File: src/rtl/tff_period_meter_if.sv
// Bundles the monitored T flip-flop signals and the meter's status outputs.
//   enable       : enable shared with the T flip-flop (1 = toggling expected)
//   q            : T flip-flop output, synchronous to the shared clock
//   period       : last measured rising-to-rising period, in cycles
//   period_valid : one-cycle pulse when period is updated
//   edge_count   : saturating count of rising edges of q seen while not IDLE
//   stall        : high while q has stopped toggling under enable
//   state        : meter state, IDLE=0 ARMED=1 MEASURE=2 STALL=3
// master = the side driving enable/q (flip-flop stage or bench),
// slave  = the meter itself.
interface tff_period_meter_if #(
  parameter int CNT_W = 8
);
  logic             enable;
  logic             q;
  logic [CNT_W-1:0] period;
  logic             period_valid;
  logic [CNT_W-1:0] edge_count;
  logic             stall;
  logic [1:0]       state;

  modport master (
    output enable, q,
    input  period, period_valid, edge_count, stall, state
  );

  modport slave (
    input  enable, q,
    output period, period_valid, edge_count, stall, state
  );
endinterface

File: src/rtl/tff_period_meter.sv
// Period meter for a T flip-flop output. Measures the number of clock
// cycles between consecutive rising edges of q, counts rising edges
// (saturating) and flags a stall when q stops rising for TIMEOUT cycles
// while enabled. All outputs are registered; state changes take effect on
// the same edge that samples their cause.
// Ports:
//   clk   : sole clock, rising edge
//   reset : synchronous active-low reset
//   bus   : tff_period_meter_if slave (enable/q in, status out)
// Parameters:
//   CNT_W   : width of the cycle counter, period and edge_count
//   TIMEOUT : cycles without a rise (while enabled) before stall,
//             2 <= TIMEOUT <= 2**CNT_W-1
module tff_period_meter #(
  parameter int CNT_W   = 8,
  parameter int TIMEOUT = 16
) (
  input  logic                clk,
  input  logic                reset,
  tff_period_meter_if.slave   bus
);

  typedef enum logic [1:0] {
    IDLE    = 2'd0,
    ARMED   = 2'd1,
    MEASURE = 2'd2,
    STALL   = 2'd3
  } state_t;

  localparam logic [CNT_W-1:0] CNT_TMO = CNT_W'(TIMEOUT);
  localparam logic [CNT_W-1:0] CNT_ONE = CNT_W'(1);

  function automatic logic [CNT_W-1:0] sat_inc(input logic [CNT_W-1:0] v);
    return (&v) ? v : v + CNT_ONE;
  endfunction

  state_t           state_q;
  logic             q_d;
  logic [CNT_W-1:0] cnt;
  logic [CNT_W-1:0] period_q;
  logic             pv_q;
  logic [CNT_W-1:0] edges_q;
  logic             stall_q;
  logic             rise;

  assign rise = bus.q & ~q_d;

  // cnt holds the number of edges since the reference point (ARMED entry
  // or last rise), so at the next rise it equals the period directly.
  always_ff @(posedge clk) begin
    if (!reset) begin
      state_q  <= IDLE;
      q_d      <= 1'b0;
      cnt      <= '0;
      period_q <= '0;
      pv_q     <= 1'b0;
      edges_q  <= '0;
      stall_q  <= 1'b0;
    end else begin
      q_d  <= bus.q;
      pv_q <= 1'b0;
      if (!bus.enable) begin
        state_q <= IDLE;
        cnt     <= '0;
        stall_q <= 1'b0;
      end else begin
        case (state_q)
          IDLE: begin
            // a rise coinciding with the enable edge is deliberately ignored
            state_q <= ARMED;
            cnt     <= CNT_ONE;
          end
          ARMED: begin
            if (rise) begin
              state_q <= MEASURE;
              cnt     <= CNT_ONE;
              edges_q <= sat_inc(edges_q);
            end else if (cnt == CNT_TMO) begin
              state_q <= STALL;
              stall_q <= 1'b1;
            end else begin
              cnt <= cnt + CNT_ONE;
            end
          end
          MEASURE: begin
            // rise wins over timeout, so a period of exactly TIMEOUT is valid
            if (rise) begin
              period_q <= cnt;
              pv_q     <= 1'b1;
              cnt      <= CNT_ONE;
              edges_q  <= sat_inc(edges_q);
            end else if (cnt == CNT_TMO) begin
              state_q <= STALL;
              stall_q <= 1'b1;
            end else begin
              cnt <= cnt + CNT_ONE;
            end
          end
          STALL: begin
            // the interval spanning a stall is never reported as a period
            if (rise) begin
              state_q <= MEASURE;
              cnt     <= CNT_ONE;
              edges_q <= sat_inc(edges_q);
              stall_q <= 1'b0;
            end
          end
          default: begin
            state_q <= IDLE;
            cnt     <= '0;
            stall_q <= 1'b0;
          end
        endcase
      end
    end
  end

  assign bus.period       = period_q;
  assign bus.period_valid = pv_q;
  assign bus.edge_count   = edges_q;
  assign bus.stall        = stall_q;
  assign bus.state        = state_q;

endmodule

File: src/flat_wrapper.sv
// flat-port wrapper written by rule: the top's interface ports become plain ports
module tff_period_meter_flat 
#(
  parameter int CNT_W   = 8,
  parameter int TIMEOUT = 16
)
  (clk, reset, bus_enable, bus_q, bus_period, bus_period_valid, bus_edge_count, bus_stall, bus_state);
  tff_period_meter_if #(.CNT_W(CNT_W)) bus_i ();
  input  logic clk;
  input  logic reset;
  input wire logic [$bits(bus_i.enable)-1:0] bus_enable;
  input wire logic [$bits(bus_i.q)-1:0] bus_q;
  output wire logic [$bits(bus_i.period)-1:0] bus_period;
  output wire logic [$bits(bus_i.period_valid)-1:0] bus_period_valid;
  output wire logic [$bits(bus_i.edge_count)-1:0] bus_edge_count;
  output wire logic [$bits(bus_i.stall)-1:0] bus_stall;
  output wire logic [$bits(bus_i.state)-1:0] bus_state;
  assign bus_i.enable = bus_enable;
  assign bus_i.q = bus_q;
  assign bus_period = bus_i.period;
  assign bus_period_valid = bus_i.period_valid;
  assign bus_edge_count = bus_i.edge_count;
  assign bus_stall = bus_i.stall;
  assign bus_state = bus_i.state;
  tff_period_meter #(.CNT_W(CNT_W), .TIMEOUT(TIMEOUT)) u_core (.clk(clk), .reset(reset), .bus(bus_i));
endmodule
File: config.mk
export PLATFORM = sky130hd
export DESIGN_NAME = tff_period_meter_flat
export DESIGN_NICKNAME = d
export VERILOG_FILES = /design/src/rtl/tff_period_meter_if.sv /design/src/rtl/tff_period_meter.sv /design/src/flat_wrapper.sv
export SDC_FILE = /design/constraint.sdc
export NUM_CORES = 1
export LEC_CHECK = 0
export BUFFER_PORTS_ARGS = -buffer_cell sky130_fd_sc_hd__clkbuf_2
export CAP_MARGIN = 20
export CORE_MARGIN = 5
export CORE_UTILIZATION = 50
export DETAILED_ROUTE_END_ITERATION = 7
export GPL_TIMING_DRIVEN = 1
export HOLD_SLACK_MARGIN = 0.03
export PLACE_DENSITY = 0.72
export SLEW_MARGIN = 20
export SYNTH_ARGS = -nofsm -noshare
export SYNTH_HDL_FRONTEND = slang
export SYNTH_SLANG_ARGS = --single-unit
File: constraint.sdc
create_clock -name clk -period 2.3 [get_ports clk]
set_input_delay 0.115 -clock clk [delete_from_list [all_inputs] [get_ports clk]]
set_output_delay 0.115 -clock clk [all_outputs]
set_load 0.02 [all_outputs]
# Yosys cells after proc, flatten, opt, wreduce, memory -nomap -nowiden
# Cells that the tools add are included.
dict set report op_classes {
  reduce_logical 12
  add_sub_neg 2
  eq_ne 9
  n_bitwise 3
  mux 14
}
# op count
set ops {}
lappend ops {{8-bit 2-to-1 mux} 3}
lappend ops {{8-bit case mux with 3 select lines} 1}
lappend ops {{8-bit by 1-bit adder with 8-bit output, second input constant} 2}
lappend ops {{8-bit by 5-bit equality test with 1-bit output, second input constant} 1}
lappend ops {{2-bit 2-to-1 mux} 4}
lappend ops {{2-bit case mux with 4 select lines} 1}
lappend ops {{4-bit AND reduction} 2}
lappend ops {{8-bit AND reduction} 1}
lappend ops {{2-bit AND reduction} 3}
lappend ops {{3-bit AND reduction} 2}
lappend ops {{2-bit equality test, second input constant} 2}
lappend ops {{1-bit 2-to-1 mux} 4}
lappend ops {{2-bit by 1-bit != test with 1-bit output, second input constant} 2}
lappend ops {{2-bit != test, second input constant} 2}
lappend ops {{3-bit by 2-bit != test with 1-bit output, second input constant} 1}
lappend ops {{3-bit OR reduction} 1}
lappend ops {{2-bit by 1-bit equality test with 1-bit output, second input constant} 1}
lappend ops {{2-bit zero test} 1}
lappend ops {{1-bit inverter} 2}
lappend ops {{1-bit case mux with 2 select lines} 1}
lappend ops {{2-bit nonzero test} 1}
lappend ops {{2-bit OR reduction} 1}
lappend ops {{1-bit bitwise AND} 1}
dict set report totals {
  register_bits 29
  input_bits 4
  output_inout_bits 20
  wordCells 47
}

# Depth between registers and ports, before layout
# Gate-level depths: netlist (run 1).
dict set report logic_depth {
  word_depth 4
  ltp_mapped 7
  mapped_depth_nobuf 6
}

# Least setup slack after synthesis (run 1)
# OpenSTA, ideal clock, no wires.
dict set report synth_path {
  path_type {register to register}
  start {register u_core.state_q[0], in the netlist u_core.bus.state[0]}
  end {register u_core.cnt[7]}
  path_slack_ns 0.401
  arrival_time_ns 1.829
  period_less_slack_ns 1.899
  path_stages_with_launch 7
  path_buffers 1
  required_ns 2.230
  setup_ns 0.070
  cell_sequence {dfxtp_1 -> inv_1 -> ha_1 -> clkbuf_1 -> nand2b_1 -> or4_1 -> a21oi_1}
}
dict set report synth_via {
  elab_chain_len 4
  word_cells_on_any_way 9
  classes_between {5 x eq/ne; 1 x mux; 3 x reduce/logical}
}
# element line
set synth_lines {}
lappend synth_lines {{from (decl)} tff_period_meter.sv:37} ;# state_t state_q;
lappend synth_lines {{from (signal assigned)} tff_period_meter.sv:52} ;# state_q <= IDLE;
lappend synth_lines {{from (signal assigned)} tff_period_meter.sv:63} ;# state_q <= IDLE;
lappend synth_lines {{from (signal assigned)} tff_period_meter.sv:70} ;# state_q <= ARMED;
lappend synth_lines {{2-bit by 1-bit equality test with 1-bit output or 2-bit equality test (tied branches)} tff_period_meter.sv:67} ;# case (state_q)
lappend synth_lines {{2-bit OR reduction (no line)} n/a}
lappend synth_lines {{3-bit by 2-bit != test with 1-bit output (no line)} n/a}
lappend synth_lines {{2-bit AND reduction (no line)} n/a}
lappend synth_lines {{to (signal assigned)} tff_period_meter.sv:82} ;# cnt <= cnt + CNT_ONE;
lappend synth_lines {{to (signal assigned)} tff_period_meter.sv:96} ;# cnt <= cnt + CNT_ONE;
lappend synth_lines {{to (decl)} tff_period_meter.sv:39} ;# logic [CNT_W-1:0] cnt;
# Several ways; a longest one is shown, not always the timed one.
# A chain may end at the register's enable or synchronous reset.

# Final worst setup path (run 1)
# Same ends and word-level chain as after synthesis.

==> flow_summary.toml, run 1 <==
[min_path]
hold_path.class = "primary input to register"

[floorplan]
die_y_um = 62.99
start_util_pct = 51.35
core_um2 = 2734
dieArea_um2 = 3967
num_rows = 19
die_x_um = 62.99
io_pins = 24

[clock_tree]
cts_tree = "built"
cts_root_buf = "clkbuf_4"
numCtsBuffers = 5
postCtsSetupRepairBufs = 0
cts_max_level = 2
clock_sinks = 29
cts_buffer_depth = 2
clkLatencyLatePin_ns = 0.34
clk_pin_slew_worst_paths_ns = 0.09

[timing]
setup_violations = 0
fmax_mhz = 537.9
finalCritPeriodShare_pct = 80.83
fin_setup_tns_ns = 0
final-max-slew-violation-count = 0
grt_setup_unrepaired = "no"
skew_ns = 0.009962
worstMarginPinSlew_ns = 0.4814
max-slew-margin-rel_pct = 67.84
final_hold_viol_count = 0
fin_crit_ns = 1.859
layout_setup_ws_ns = 0.4410

[power]
switching_share_pct = 26.32
irDropWorstVdd_uv = 413.6
seqPwrFrac_pct = 58.7
powerDensity_nw_per_um2 = 541.1
finalPower_uw = 869.4
switchingPower_uw = 228.8
p_int_uw = 640.5
leakage_uw = 0.0006590
power_frac_comb_pct = 6.2
clkPwrFrac_pct = 35.1

[final_layout]
nets = 205
fill_cells = 247
layout_common_cells = "dfxtp_1, nand2_1, clkbuf_2"
multiInputGateArea_um2 = 788.3
seqCellArea_um2 = 580.6
fin_cells = 226
syn_to_final_growth_pct = 14.44
n_antenna_cell = 0
layout_commonest_cell = "dfxtp_1"
utilization_pct = 58.76
drive_gt1_share_pct = 18.46

[synthesis]
synth.yosys.seq_area_share_pct = 41.35
syn-cell-area_um2 = 1404
ys_async_sr_fraction_pct = 0
syn_inst = 167
yosys_warnings = 0
avgSynthCellArea_um2 = 8.406
synth_edf_count = 0
synthesis.nets = 178
synth_ff_type = "dfxtp_1"
ys_types = 37
ys_ff_latch = 29

[place]
place_congestion = 0.8374
dp_slack_ns = 0.4933
dp_cells = 217
io_buffers = 23
dp_hpwl_mm = 2.357

[routing]
dr.pass1.iters = 4
drtIter0Drc = 37
wl_per_cell_um = 13.69
vias = 1299
wl_met1_mm = 1.270
avgViaCountPerCell = 5.748
drc_errors = 0
ant_nets = 0
wl_met3_um = 176
totalWireLength_mm = 3.094
dr.max_layer_used = "met4"
wl_met2_mm = 1.599

[global_route]
antenna_found_initial = 0
grt_pass1_wl_mm = 5.444
track_usage_pct = 17.13
grt_max_degree = 16
grt.overflow.total = 0
first_global_vias = 1255

[critical_path]
cp-end-kind = "register"
critical_path_class = "register to register"
critPathLaunchType = "register"
cp_data_arrival_time_ns = 2.13
crit_fanout = 9
required_ns = 2.57
rrSetupSlack_ns = 0.44

[flow_run]
cap_viol_max_count = 0

[outcome]
status = "finished, final reports clean"
logic make-up after synthesis:
family                   share of synthesized area [%]
AO/OA/AOI/OAI                                    15.33
XOR/XNOR                                         3.119
adder cells (fa/ha/maj)                          6.239
buffers and inverters                            2.495
flip-flops                                       41.35
multiplexers                                     3.565
AND/OR/NAND/NOR                                  27.90
per-layer routing:
layer | track usage [%] | up-vias
met3 | 6.295 | 8
met4 | 7.162 | 0
met2 | 30.51 | 38
li1 | - | 643
met1 | 17.77 | 610
met5 | 0 | -
flip-flops by register name, summed over array words and instances (netlist names):
register and count:
u_core.bus.edge_count 8, u_core.bus.period 8, u_core.cnt 8, u_core.bus.state 2, u_core.bus.period_valid 1, u_core.bus.stall 1, u_core.q_d 1
critical path, cell delays in order, from the launching register on:
cell and delay (ns):
dfxtp_1 0.41, inv_1 0.10, ha_1 0.45, nand2b_1 0.19, or4_1 0.52, a21oi_1 0.13
path summary, 6_finish.rpt:
path / start / cells past startpoint / endpoint
hold reg to reg: u_core.bus.period[2]$_SDFFE_PN0P_ / 2 / u_core.bus.period[2]$_SDFFE_PN0P_
setup / recovery: u_core.bus.state[0]$_SDFFE_PN0P_ / 5 / u_core.cnt[7]$_SDFFE_PN0P_
setup reg to reg: u_core.bus.state[0]$_SDFFE_PN0P_ / 5 / u_core.cnt[7]$_SDFFE_PN0P_
hold / removal: reset / 2 / u_core.q_d$_SDFF_PN0_
final cells by class:
class,instances,area share [%]
Clock buffer,5,2.336
Clock inverter,3,1.090
Inverter,5,1.168
Multi-Input combinational cell,129,49.07
Sequential cell,29,36.14
Tap cell,31,2.414
Timing Repair Buffer,24,7.788
cell usage after synthesis (2+ instances only):
| master | n | area [um2] |
|---|---|---|
| xor2_1 | 5 | 43.79 |
| ha_1 | 7 | 87.58 |
| o21ai_0 | 8 | 40.04 |
| nor3_1 | 6 | 30.03 |
| a21oi_1 | 16 | 80.08 |
| and4bb_2 | 2 | 25.02 |
| or4_1 | 2 | 15.01 |
| clkbuf_1 | 3 | 11.26 |
| nand2b_1 | 4 | 25.02 |
| and2_1 | 3 | 18.77 |
| nand3_1 | 4 | 20.02 |
| mux2i_1 | 5 | 50.05 |
| o211ai_1 | 3 | 22.52 |
| dfxtp_1 | 29 | 580.6 |
| nand4_1 | 2 | 12.51 |
| nor2b_1 | 2 | 12.51 |
| nand2_1 | 27 | 101.4 |
| inv_1 | 5 | 18.77 |
| and3_1 | 5 | 31.28 |
| nor2_1 | 12 | 45.04 |
metrics by stage:
stage	instance area [um2]	hold WS, ns
floorplan	1404	0.2367
global placement	1541	0.3617
detailed placement	1541	0.3679
CTS	1607	0.05137
global route	1607	0.05277
finish	1607	0.06434
power by group through the flow:
stage | registers (uW) | logic (uW) | clock network [uW]
3_5_place_dp | 522 | 52.7 | 0
4_1_cts | 510 | 54.0 | 315
2_1_floorplan | 523 | 34.4 | 0
6_report | 510 | 54.2 | 305
3_3_place_gp | 521 | 50.4 | 0
5_1_grt | 511 | 60.8 | 347
timing repair:
item / CTS / global route
hold buffers: 1 / 0
resized for setup: 0 / 0
hold endpoints to repair: 1 / 0
Power figures use the tool's default switching activity.
==> run 2, diff against run 1 <==
--- a/config.mk
+++ b/config.mk
@@ -8,11 +8,11 @@
 export BUFFER_PORTS_ARGS = -buffer_cell sky130_fd_sc_hd__clkbuf_2
 export CAP_MARGIN = 20
 export CORE_MARGIN = 5
-export CORE_UTILIZATION = 50
+export CORE_UTILIZATION = 49
 export DETAILED_ROUTE_END_ITERATION = 7
 export GPL_TIMING_DRIVEN = 1
 export HOLD_SLACK_MARGIN = 0.03
-export PLACE_DENSITY = 0.72
+export PLACE_DENSITY = 0.74
 export SLEW_MARGIN = 20
 export SYNTH_ARGS = -nofsm -noshare
 export SYNTH_HDL_FRONTEND = slang
==> constraint.sdc (replaced) <==
create_clock -name clk -period 1.7 [get_ports clk]
set_input_delay 0.085 -clock clk [delete_from_list [all_inputs] [get_ports clk]]
set_output_delay 0.085 -clock clk [all_outputs]
set_load 0.02 [all_outputs]
==> flow_summary.toml, run 2 (same netlist as run 1, synthesis figures left out) <==
[timing]
final_hold_viol_count = 0
fin_setup_tns_ns = 0
skew_ns = 0.008700
finalCritPeriodShare_pct = 96.25
grt_setup_unrepaired = "no"
fin_crit_ns = 1.636
setup_violations = 0
whs_ns = 0.04216
worstMarginPinSlew_ns = 0.4450
final-max-slew-violation-count = 0
max-slew-margin-rel_pct = 70.30
fmax_mhz = 611.1

[routing]
totalWireLength_mm = 3.202
drtIter0Drc = 79
dr.pass1.iters = 4
avgViaCountPerCell = 5.664
vias = 1314
ant_nets = 0
wl_per_cell_um = 13.80
drc_errors = 0

[min_path]
hp-start = "reset"
min_path_cells = 2
hold_path.class = "primary input to register"
min_to = "u_core.q_d$_SDFF_PN0_"

[global_route]
grt_pass1_wl_mm = 5.478
grt.overflow.total = 0
track_usage_pct = 16.64
grt_max_degree = 16
antenna_found_initial = 0
first_global_vias = 1257

[power]
powerDensity_nw_per_um2 = 709.1
irDropWorstVdd_uv = 588.3
leakage_uw = 0.0006964

[floorplan]
io_pins = 24
die_y_um = 63.53
dieArea_um2 = 4035
die_x_um = 63.53
num_rows = 19
start_util_pct = 50.91
core_um2 = 2758

[critical_path]
crit_chain = "inv_1 -> ha_1 -> and4bb_2 -> buf_4 -> nand4_1 -> mux2i_1 -> nor2_1"
cp-end-kind = "register"
cp_data_arrival_time_ns = 1.84
cp_slowest_cell = "dfxtp_2"
reg2reg_depth = 7
rrSetupSlack_ns = 0.06
cp_slowest_stage_delay_ns = 0.37
crit_fanout = 4
critPathLaunchType = "register"
critical_path_class = "register to register"
required_ns = 1.90
r2r-start = "u_core.bus.state[1]$_SDFFE_PN0P_"
worstReg2RegEnd = "u_core.bus.edge_count[6]$_SDFFE_PN0P_"

[outcome]
status = "finished, final reports clean"

[final_layout]
layout_common_cells = "nand2_1, dfxtp_1, clkbuf_2"
nets = 212
fin_cells = 232
layout_commonest_cell = "nand2_1"
fill_cells = 243
syn_to_final_growth_pct = 19.52
drive_gt1_share_pct = 23.88
utilization_pct = 60.84
n_antenna_cell = 0

[place]
dp_hpwl_mm = 2.311
io_buffers = 23
dp_cells = 222
place_congestion = 0.8635

[clock_tree]
cts_buffer_depth = 2
clk_pin_slew_worst_paths_ns = 0.09
cts_tree = "built"
cts_root_buf = "clkbuf_4"
cts_max_level = 2
numCtsBuffers = 5
clkLatencyLatePin_ns = 0.32
clock_sinks = 29

[flow_run]
cap_viol_max_count = 0
==> run 2: changes by cell type in the layout (fill, tap and decap cells not counted), sizes merged <==
cell      before  now
buf            0    7
clkbuf        28   30
clkinvlp       1    0
clkinv         2    0
==> run 2: per-layer routing <==
metal | GRT usage, % | wire, um | part of all wire [%]
met5 | 0 | 0 | 0
met4 | 6.494 | 38 | 1.2
met3 | 6.039 | 198 | 6.2
met2 | 26.90 | 1525 | 48
met1 | 19.87 | 1439 | 45
==> run 2: repair_timing <==
item                                    CTS  global route
hold buffers                              1             0
pin swaps                                 0             2
endpoints found under the hold margin     1             0
endpoints found under the setup margin    1             3
setup buffers                             0             2
resized for setup                         1             8
cloned                                    0             0
==> run 2: where the power goes <==
group	internal (uW)	switching [uW]
logic	34.8	48.7
clock network	195	222
registers	684	5.74
total	913	276
==> run 2: area by class of cell <==
cell class	instances	area, um2	share of cell area (%)
flip-flops and latches	29	588.1	35.05
inverters	5	18.77	1.119
clock buffers	7	55.05	3.281
repair buffers	31	177.7	10.59
well taps	31	38.79	2.312
multi-input cells	129	799.5	47.65
==> run 2: critical path, delay by kind of cell (launching register included) <==
| kind | cells | cell delay [ns] |
|---|---|---|
| and+or+nand+nor | 3 | 0.51 |
| DFF | 1 | 0.37 |
| buffers and inverters | 2 | 0.22 |
| adders and majority gates | 1 | 0.22 |
| muxes | 1 | 0.19 |
==> run 2: worst max path at each step <==
stage,start,to,slack (ns),cells past startpoint
after global routing,u_core.bus.state[1]$_SDFFE_PN0P_,u_core.bus.edge_count[7]$_SDFFE_PN0P_,0.004,7
after floorplan,u_core.bus.state[0]$_SDFFE_PN0P_,u_core.cnt[7]$_SDFFE_PN0P_,0.004,6
final,u_core.bus.state[1]$_SDFFE_PN0P_,u_core.bus.edge_count[6]$_SDFFE_PN0P_,0.06,7
after CTS,u_core.cnt[1]$_SDFFE_PN0P_,u_core.cnt[6]$_SDFFE_PN0P_,0.01,5
after detailed placement,u_core.cnt[0]$_SDFFE_PN0P_,u_core.cnt[6]$_SDFFE_PN0P_,-0.02,5
after global placement,u_core.cnt[0]$_SDFFE_PN0P_,u_core.cnt[6]$_SDFFE_PN0P_,0.14,5
==> run 2: stage by stage <==
| step | worst slack (ns) | total power [uW] | area [um2] |
|---|---|---|---|
| after floorplan | 0.004132 | 755.5 | 1408 |
| after global placement | 0.1409 | 780.3 | 1582 |
| after CTS | 0.01146 | 1201 | 1648 |
| after global routing | 0.003881 | 1250 | 1678 |
| after detailed placement | -0.02254 | 782.0 | 1582 |
| final | 0.06367 | 1190 | 1678 |
==> run 3, diff against run 2 <==
--- a/config.mk
+++ b/config.mk
@@ -13,6 +13,7 @@
 export GPL_TIMING_DRIVEN = 1
 export HOLD_SLACK_MARGIN = 0.03
 export PLACE_DENSITY = 0.74
+export SETUP_SLACK_MARGIN = 0.3
 export SLEW_MARGIN = 20
 export SYNTH_ARGS = -nofsm -noshare
 export SYNTH_HDL_FRONTEND = slang
==> constraint.sdc (replaced) <==
create_clock -name clk -period 1.7 [get_ports clk]
set_input_delay 0.255 -clock clk [delete_from_list [all_inputs] [get_ports clk]]
set_output_delay 0.255 -clock clk [all_outputs]
set_load 0.02 [all_outputs]
==> flow_summary.toml, run 3 (same netlist as run 1, synthesis figures left out) <==
[timing]
fin_crit_ns = 1.634
fmax_mhz = 612.1
worstMarginPinSlew_ns = 0.4800
skew_ns = 0.004210
final-max-slew-violation-count = 0
whs_ns = 0.1915
final_hold_viol_count = 0
fin_setup_tns_ns = 0
grt_setup_unrepaired = "yes"
finalCritPeriodShare_pct = 96.10
max-slew-margin-rel_pct = 67.96
setup_violations = 0

[global_route]
grt.overflow.total = 0
antenna_found_initial = 0
track_usage_pct = 21.18
grt_pass1_wl_mm = 6.837
first_global_vias = 1457
grt_max_degree = 16

[flow_run]
cap_viol_max_count = 0

[routing]
drc_errors = 0
avgViaCountPerCell = 6.079
dr.pass1.iters = 4
ant_nets = 0
wl_per_cell_um = 19.22
drtIter0Drc = 132
totalWireLength_mm = 4.881
vias = 1544

[clock_tree]
clock_sinks = 29
cts_max_level = 2
cts_buffer_depth = 2
numCtsBuffers = 5
clk_pin_slew_worst_paths_ns = 0.09
clkLatencyLatePin_ns = 0.33
ctsHoldBuffers = 0
cts_tree = "built"
cts_root_buf = "clkbuf_4"

[floorplan]
die_x_um = 63.53
die_y_um = 63.53
num_rows = 19
dieArea_um2 = 4035
io_pins = 24
core_um2 = 2758
start_util_pct = 50.91

[final_layout]
fin_cells = 254
fill_cells = 169
fin_area_um2 = 2178
layout_commonest_cell = "nand2_1"
nets = 233
drive_gt1_share_pct = 48.88
layout_common_cells = "nand2_1, clkbuf_2, buf_4"
n_antenna_cell = 0
syn_to_final_growth_pct = 55.17

[place]
placed_cell_area_um2 = 1608
io_buffers = 23
place_congestion = 0.8788
dp_cells = 218
dp_hpwl_mm = 2.488

[critical_path]
critical_path_class = "register to register"
required_ns = 1.91
cp_data_arrival_time_ns = 1.84
critPathLaunchType = "register"
cp-end-kind = "register"
crit_fanout = 4

[power]
finalPower_uw = 1363
powerDensity_nw_per_um2 = 625.7
irDropWorstVdd_uv = 653.5
leakage_uw = 0.0008487

[outcome]
status = "finished, final reports clean"

[min_path]
hold_path.class = "primary input to register"
-- run 3: power breakdown --
group	total, uW	internal (uW)	leakage (uW)	switching [uW]
clock network	535	292	0.0000437	243
registers	685	678	0.000241	7.25
logic	143	63.2	0.000564	79.7
total	1360	1030	0.000849	330
-- run 3: area by class of cell --
cell class	instances	area, um2	share of cell area [%]
multi-input cells	129	1046	48.02
flip-flops and latches	29	608.1	27.91
repair buffers	52	379.1	17.40
clock buffers	8	80.08	3.676
well taps	31	38.79	1.781
inverters	5	26.28	1.206
-- run 3: critical path: stages (launching register included) --
cell	delay [ns]
dfxtp_4	0.37
buf_6	0.13
ha_4	0.17
buf_12	0.13
buf_4	0.13
nor3_2	0.16
nor3_2	0.09
mux2i_1	0.24
o21ai_1	0.10
-- run 3: per-layer routing --
| layer | GRT usage [%] | part of all wire (%) | vias up |
|---|---|---|---|
| met5 | 0 | 0 | - |
| met4 | 9.870 | 2.4 | 0 |
| met3 | 4.263 | 8.3 | 20 |
| met2 | 35.91 | 49 | 88 |
| met1 | 25.30 | 40 | 732 |
| li1 | - | - | 704 |
-- run 3: path summary, 6_finish.rpt --
kind	startpoint	to	slack, ns	cells after the start
max	u_core.bus.state[1]$_SDFFE_PN0P_	u_core.bus.state[1]$_SDFFE_PN0P_	0.07	8
min	bus_q	u_core.q_d$_SDFF_PN0_	0.19	2
max reg2reg	u_core.bus.state[1]$_SDFFE_PN0P_	u_core.bus.state[1]$_SDFFE_PN0P_	0.07	8
min reg2reg	u_core.bus.period[5]$_SDFFE_PN0P_	u_core.bus.period[5]$_SDFFE_PN0P_	0.46	2
-- run 3: metrics by stage --
stage | util, % | setup WS, ns
5_1_grt | 78.99 | 0.0007139
3_3_place_gp | 58.30 | 0.2182
2_1_floorplan | - | 0.2377
6_report | 78.99 | 0.06627
4_1_cts | 70.83 | 0.1672
3_5_place_dp | 58.30 | 0.08857
-- run 3: what timing repair did --
action                     4_1_cts  5_1_grt
setup buffers                   20        8
pin swaps                       15       15
setup endpoints to repair       16       27
gates resized for setup         28       38
